### config.mk
export PLATFORM = sky130hd
export DESIGN_NAME = instr_fetch_unit_flat
export DESIGN_NICKNAME = d
export VERILOG_FILES = /design/src/rtl/ifu_pkg.sv /design/src/rtl/ifu_if.sv /design/src/rtl/ifu_imem.sv /design/src/rtl/instr_fetch_unit.sv /design/src/flat_wrapper.sv
export SDC_FILE = /design/constraint.sdc
export NUM_CORES = 2
export LEC_CHECK = 0
export ABC_AREA = 1
export CORE_MARGIN = 4
export CORE_UTILIZATION = 35
export DETAILED_ROUTE_END_ITERATION = 12
export GPL_ROUTABILITY_DRIVEN = 0
export PLACE_DENSITY_LB_ADDON = 0.15
export SKIP_CTS_REPAIR_TIMING = 1
export SYNTH_ARGS = -nofsm -noshare
export SYNTH_HDL_FRONTEND = slang
export SYNTH_SLANG_ARGS = --single-unit
### constraint.sdc
create_clock -name clk -period 5.6 [get_ports clk]
set_input_delay 0.56 -clock clk [delete_from_list [all_inputs] [get_ports clk]]
set_output_delay 0.56 -clock clk [all_outputs]
set_load 0.01 [all_outputs]
### src/rtl/ifu_pkg.sv
// Shared types and constants for the instruction fetch unit.
package ifu_pkg;

  typedef enum logic [1:0] {
    IFU_IDLE,
    IFU_RUN,
    IFU_HALT
  } ifu_state_t;

  localparam logic [31:0] IFU_HALT_WORD = 32'hFFFF_FFFF;
  localparam logic [31:0] IFU_RESET_PC  = 32'h0000_0000;
  localparam logic [31:0] IFU_PC_INC    = 32'd4;

endpackage

### src/rtl/ifu_if.sv
// Instruction handshake between the fetch unit (master) and the CPU (slave).
interface ifu_if;

  logic        instr_valid;
  logic [31:0] instr;
  logic [31:0] instr_pc;
  logic        instr_ready;

  modport master (
    output instr_valid,
    output instr,
    output instr_pc,
    input  instr_ready
  );

  modport slave (
    input  instr_valid,
    input  instr,
    input  instr_pc,
    output instr_ready
  );

endinterface

### src/rtl/ifu_imem.sv
// Instruction memory: 2**ADDR_W x 32, synchronous write, combinational read.
module ifu_imem #(
  parameter int unsigned ADDR_W = 6
) (
  input  logic              clk,
  input  logic              we,
  input  logic [ADDR_W-1:0] waddr,
  input  logic [31:0]       wdata,
  input  logic [ADDR_W-1:0] raddr,
  output logic [31:0]       rdata
);

  logic [31:0] mem [2**ADDR_W];

  always_ff @(posedge clk) begin
    if (we) mem[waddr] <= wdata;
  end

  assign rdata = mem[raddr];

endmodule

### src/rtl/instr_fetch_unit.sv
// Fetch FSM, PC and registered instruction slot in front of ifu_imem.
// Optional handshake counter on fetch_count when IFU_PERF_CNT_EN is defined.
module instr_fetch_unit
  import ifu_pkg::*;
#(
  parameter int unsigned ADDR_W    = 6,
  parameter logic [31:0] RESET_PC  = IFU_RESET_PC,
  parameter logic [31:0] HALT_WORD = IFU_HALT_WORD
) (
  input  logic              clk,
  input  logic              reset,
  input  logic              load_valid,
  input  logic [ADDR_W-1:0] load_addr,
  input  logic [31:0]       load_data,
  input  logic              start,
  input  logic              redirect_valid,
  input  logic [31:0]       redirect_pc,
  ifu_if.master             ibus,
  output logic              halted,
  output logic              busy
`ifdef IFU_PERF_CNT_EN
  ,
  output logic [31:0]       fetch_count
`endif
);

  ifu_state_t  state;
  logic [31:0] pc;
  logic [31:0] word;
  logic [31:0] instr_q;
  logic [31:0] instr_pc_q;
  logic        valid_q;
  logic        slot_free;
  logic        handshake;
  logic        out_of_range;
  logic        mem_we;

  assign handshake    = valid_q & ibus.instr_ready;
  assign slot_free    = ~valid_q | ibus.instr_ready;
  // Any PC bit above the word index means the fetch lies past the last word.
  assign out_of_range = |pc[31:ADDR_W+2];
  assign mem_we       = load_valid & (state != IFU_RUN);

  ifu_imem #(.ADDR_W(ADDR_W)) u_imem (
    .clk   (clk),
    .we    (mem_we),
    .waddr (load_addr),
    .wdata (load_data),
    .raddr (pc[ADDR_W+1:2]),
    .rdata (word)
  );

  always_ff @(posedge clk or posedge reset) begin
    if (reset) begin
      state      <= IFU_IDLE;
      pc         <= RESET_PC;
      valid_q    <= 1'b0;
      instr_q    <= '0;
      instr_pc_q <= '0;
      halted     <= 1'b0;
      busy       <= 1'b0;
    end else begin
      case (state)
        IFU_IDLE, IFU_HALT: begin
          if (start) begin
            state  <= IFU_RUN;
            pc     <= RESET_PC;
            halted <= 1'b0;
            busy   <= 1'b1;
          end
        end
        IFU_RUN: begin
          // A redirect wins over fetch; an accepted word this cycle is already consumed.
          if (redirect_valid) begin
            pc      <= redirect_pc & ~32'd3;
            valid_q <= 1'b0;
          end else if (slot_free) begin
            if (word == HALT_WORD || out_of_range) begin
              state   <= IFU_HALT;
              valid_q <= 1'b0;
              halted  <= 1'b1;
              busy    <= 1'b0;
            end else begin
              instr_q    <= word;
              instr_pc_q <= pc;
              valid_q    <= 1'b1;
              pc         <= pc + IFU_PC_INC;
            end
          end
        end
        default: state <= IFU_IDLE;
      endcase
    end
  end

  assign ibus.instr_valid = valid_q;
  assign ibus.instr       = instr_q;
  assign ibus.instr_pc    = instr_pc_q;

`ifdef IFU_PERF_CNT_EN
  logic [31:0] count_q;

  always_ff @(posedge clk or posedge reset) begin
    if (reset) begin
      count_q <= '0;
    end else if (state != IFU_RUN && start) begin
      count_q <= '0;
    end else if (handshake && count_q != '1) begin
      count_q <= count_q + 32'd1;
    end
  end

  assign fetch_count = count_q;
`else
  logic unused_handshake;
  assign unused_handshake = handshake;
`endif

endmodule
### src/flat_wrapper.sv
// flat-port wrapper written by rule: the top's interface ports become plain ports
module instr_fetch_unit_flat import ifu_pkg::*;
#(
  parameter int unsigned ADDR_W    = 6,
  parameter logic [31:0] RESET_PC  = IFU_RESET_PC,
  parameter logic [31:0] HALT_WORD = IFU_HALT_WORD
)
  (clk, reset, load_valid, load_addr, load_data, start, redirect_valid, redirect_pc, halted, busy, ibus_instr_valid, ibus_instr, ibus_instr_pc, ibus_instr_ready);
  ifu_if ibus_i ();
  input  logic clk;
  input  logic reset;
  input  logic load_valid;
  input  logic [ADDR_W-1:0] load_addr;
  input  logic [31:0] load_data;
  input  logic start;
  input  logic redirect_valid;
  input  logic [31:0] redirect_pc;
  output logic halted;
  output logic busy;
  output wire logic [$bits(ibus_i.instr_valid)-1:0] ibus_instr_valid;
  output wire logic [$bits(ibus_i.instr)-1:0] ibus_instr;
  output wire logic [$bits(ibus_i.instr_pc)-1:0] ibus_instr_pc;
  input wire logic [$bits(ibus_i.instr_ready)-1:0] ibus_instr_ready;
  assign ibus_instr_valid = ibus_i.instr_valid;
  assign ibus_instr = ibus_i.instr;
  assign ibus_instr_pc = ibus_i.instr_pc;
  assign ibus_i.instr_ready = ibus_instr_ready;
  instr_fetch_unit #(.ADDR_W(ADDR_W), .RESET_PC(RESET_PC), .HALT_WORD(HALT_WORD)) u_core (.clk(clk), .reset(reset), .load_valid(load_valid), .load_addr(load_addr), .load_data(load_data), .start(start), .redirect_valid(redirect_valid), .redirect_pc(redirect_pc), .ibus(ibus_i), .halted(halted), .busy(busy));
endmodule
==> qor.txt <==
I/O pin count: 143
Max-cap violations: 0
Final worst path period share: 84.9%
Routed Wire Length: 272 mm
Post-synth ARST share: 4.52%
Hpwl dp: 148 mm
Routed wire length per instance: 23.4 microns
Worst EP required: 6.34 ns
Leakage: 37.6 nW
Number of synthesized flops with an enable pin: 2048
Worst setup margin: 0.843 ns
Max-slew violation count: 0
Setup Skew: 0.0332 ns
Gr ovfl total: 0
Die Span Y: 511 microns
TritonCTS clock tree: built
Part of the Yosys area used for sequential elements: 72.1%
Clk Latency, worst-skew pair: 0.88 ns
Clock transition at the registers of the reported paths: 0.06 ns
Global-route wire length before repair: 391 mm
H-tree depth: 4
Seq cells post-synth: 2145
CP cell instances: buf_12, buf_12, buf_4, nor2_1, nor2_1, o21ai_0, nand3_1, nand3_1, nand2_1, nand3_1, nand2_1, nand2_1, nor2_1, nand2_1, nor2_1, nand2_2, nand3_4, buf_4, nand2_1, o21ai_1, inv_1
Synth unique cells: 36
Setup crit start kind: flop
Clock Path Buffers: 3
Status: finished, final reports clean
Dpl ws: 0.785 ns
Remaining antenna violation count: 0
Rows: 184
Total power: 47.4 mW
Initial Util: 35.2%
Initial antenna violation count: 13
Fmax: 210 MHz
Synth-to-layout area growth: 14.2%
Post-Syn Area: 88600 sq um
Avg Synthesized Cell Area: 11.1 sq um
Share of cells above drive strength 1: 7.59%
RSZ-0062 raised after global routing: false
Largest net degree at the start of global routing: 152
Layout Nets: 8177
Power Density: 469 nW/um^2
Fill count: 23.9k
Crit Path Category: flop to flop
Root buffer cell: clkbuf_16
Final Setup Violations: 0
Post-route DRC: 0
Peak supply drop: 0.000402 V
Worst path arrival time: 5.50 ns
Core ar.: 252000 sq um
Endpoint class of the critical path: flop
Synth warnings: 0
Ys flop type: edfxtp_1
I/O Buffers: 138
Min-Delay Path Class: input port to asynchronous set/reset pin
Vias after detailed routing: 57.5k
Slew headroom: 18.5%
Initial DRC Count: 5615
Full die area: 261000 sq um
Most Frequent Cell on Critical Path: nand2_1
Number of CTS-inserted buffers: 220
Critical path peak fanout: 60
Fin Setup TNS: 0 ns
GRT Overall Usage: 20.3%
Crit-path max cell delay: 0.65 ns
Die Width: 511 microns
CP max stage cell: dfrtp_4
Least-Margin Pin Slew: 1.22 ns
Via/cell ratio: 4.94
Synth Instances: 7993
1st-pass router iterations: 5
Clk sinks: 2145
Vias in the first global route: 54.3k
Minimum clock period: 4.76 ns
Fin. Hold Viols: 0
==> through the flow <==
stage	area, sq um	utilization (%)	cells	hold WS [ns]
floorplan	88600	-	7994	0.443
global placement	94300	37.5	11200	0.447
detailed placement	94300	37.5	11200	0.454
CTS	101000	40.2	11600	0.0787
global route	101000	40.2	11600	0.157
finish	101000	40.2	11600	0.134
==> flip-flops by register name, indices dropped and copies added, names as in the netlist <==
signal and count:
u_core.pc 30, u_core.state 2, u_core.halted 1, u_core.u_imem.mem 2048, u_core.ibus.instr_valid 1, u_core.ibus.instr_pc 30, u_core.busy 1, u_core.ibus.instr 32
==> logic make-up (layout without fill, tap and decap cells) <==
kind of cell    count (synthesis)  in the layout  share of synthesized area, %
flops                        2145           2145                          72.1
buf+inv                      1038           1330                          5.05
simple gates                 3950           3950                          17.6
compound gates                856            856                          5.15
other cells                     1              9                       0.00423
xor+xnor                        2              2                        0.0198
fa+ha+maj                       1              1                        0.0141
==> cell usage in the layout (no fill, tap or decap), types with 2 or more instances in the layout <==
cell             netlist  final
buf_12                 0     38
clkdlybuf4s50_1        0    106
o21ai_1               60     60
clkinv_1               4     61
bufinv_16              0     13
diode_2                0      7
nand3_1              586    586
a21oi_1               84     83
nor2_2                 0      2
clkbuf_8               0     15
clkinvlp_4             0      4
nand4_1                4      4
clkinv_2               0     28
nor2_4                 0     65
dfrtp_4                0      3
o21ai_0              605    605
o21ai_2                8      8
clkbuf_16              0    221
nor2_1              1153   1086
nor4_1                 4      4
conb_1                 1      2
nor3_1                11     11
inv_2                 16     15
edfxtp_1            2048   2048
buf_4                 39    154
clkinv_8               0      4
or2_2                  5      5
nand2_1             2182   2182
clkbuf_1             168     56
o211ai_1              93     93
buf_2                162     32
inv_6                  0     11
inv_1                571    567
inv_4                  1      2
a22o_1                 3      3
dfrtp_1               97     93
==> metal layers <==
layer	wire [microns]	GRT usage, %	vias to the layer above
li1	-	-	27100
met1	125000	28.9	28600
met2	128000	33.0	1513
met3	13500	2.50	320
met4	6520	5.14	0
met5	0	0	-
==> synth_stat cells (3+ instances only) <==
cell type / number / share of area [%]
nand2_1: 2182 / 9.2
edfxtp_1: 2048 / 69
nor2_1: 1153 / 4.9
o21ai_0: 605 / 3.4
nand3_1: 586 / 3.3
inv_1: 571 / 2.4
clkbuf_1: 168 / 0.71
buf_2: 162 / 0.91
dfrtp_1: 97 / 2.7
o211ai_1: 93 / 0.79
a21oi_1: 84 / 0.47
o21ai_1: 60 / 0.34
buf_1: 47 / 0.20
buf_4: 39 / 0.33
buf_6: 29 / 0.37
inv_2: 16 / 0.068
nor3_1: 11 / 0.062
o21ai_2: 8 / 0.079
or2_2: 5 / 0.035
clkinv_1: 4 / 0.017
nand4_1: 4 / 0.028
nor4_1: 4 / 0.028
a22o_1: 3 / 0.030
==> final timing paths <==
path                                                 startpoint                                   end  slack, ns  cells past startpoint
min                                                       reset   u_core.ibus.instr_pc[7]$_DFFE_PP0P_       0.13                      2
max in group asynchronous                                 reset              u_core.pc[4]$_DFFE_PP0P_       4.34                      3
max                                    u_core.pc[2]$_DFFE_PP0P_     u_core.ibus.instr[19]$_DFFE_PP0P_       0.84                     21
max reg2reg                            u_core.pc[2]$_DFFE_PP0P_     u_core.ibus.instr[19]$_DFFE_PP0P_       0.84                     21
min reg2reg                u_core.ibus.instr_pc[15]$_DFFE_PP0P_  u_core.ibus.instr_pc[15]$_DFFE_PP0P_       0.47                      2
min in group clk                                redirect_pc[11]             u_core.pc[11]$_DFFE_PP0P_       0.24                      3
==> area by class of cell <==
type	instances	area [sq um]	area share, %
Clock inverter	116	948	0.937
Clock buffer	292	5950	5.88
Sequential cell	2145	63900	63.2
Inverter	592	2260	2.23
Tap cell	3348	4190	4.14
Multi-Input combinational cell	4811	20700	20.5
Antenna cell	7	17.5	0.0173
Timing Repair Buffer	330	3140	3.10
==> critical path: cells and delay by family, from the launching register on <==
| kind | cells | cell delay (ns) |
|---|---|---|
| DFF | 1 | 0.65 |
| AOI/OAI and AO/OA | 2 | 0.15 |
| buffers and inverters | 5 | 1.65 |
| and+or+nand+nor | 14 | 1.98 |
==> report_power, final <==
group / switching, mW / internal, mW / leakage [nW]
sequential: 0.208 / 17.8 / 19.5
combinational: 11.1 / 4.06 / 14.7
clock: 6.19 / 8.02 / 3.36
total: 17.5 / 29.9 / 37.6
(Power assumes the default switching activity.)
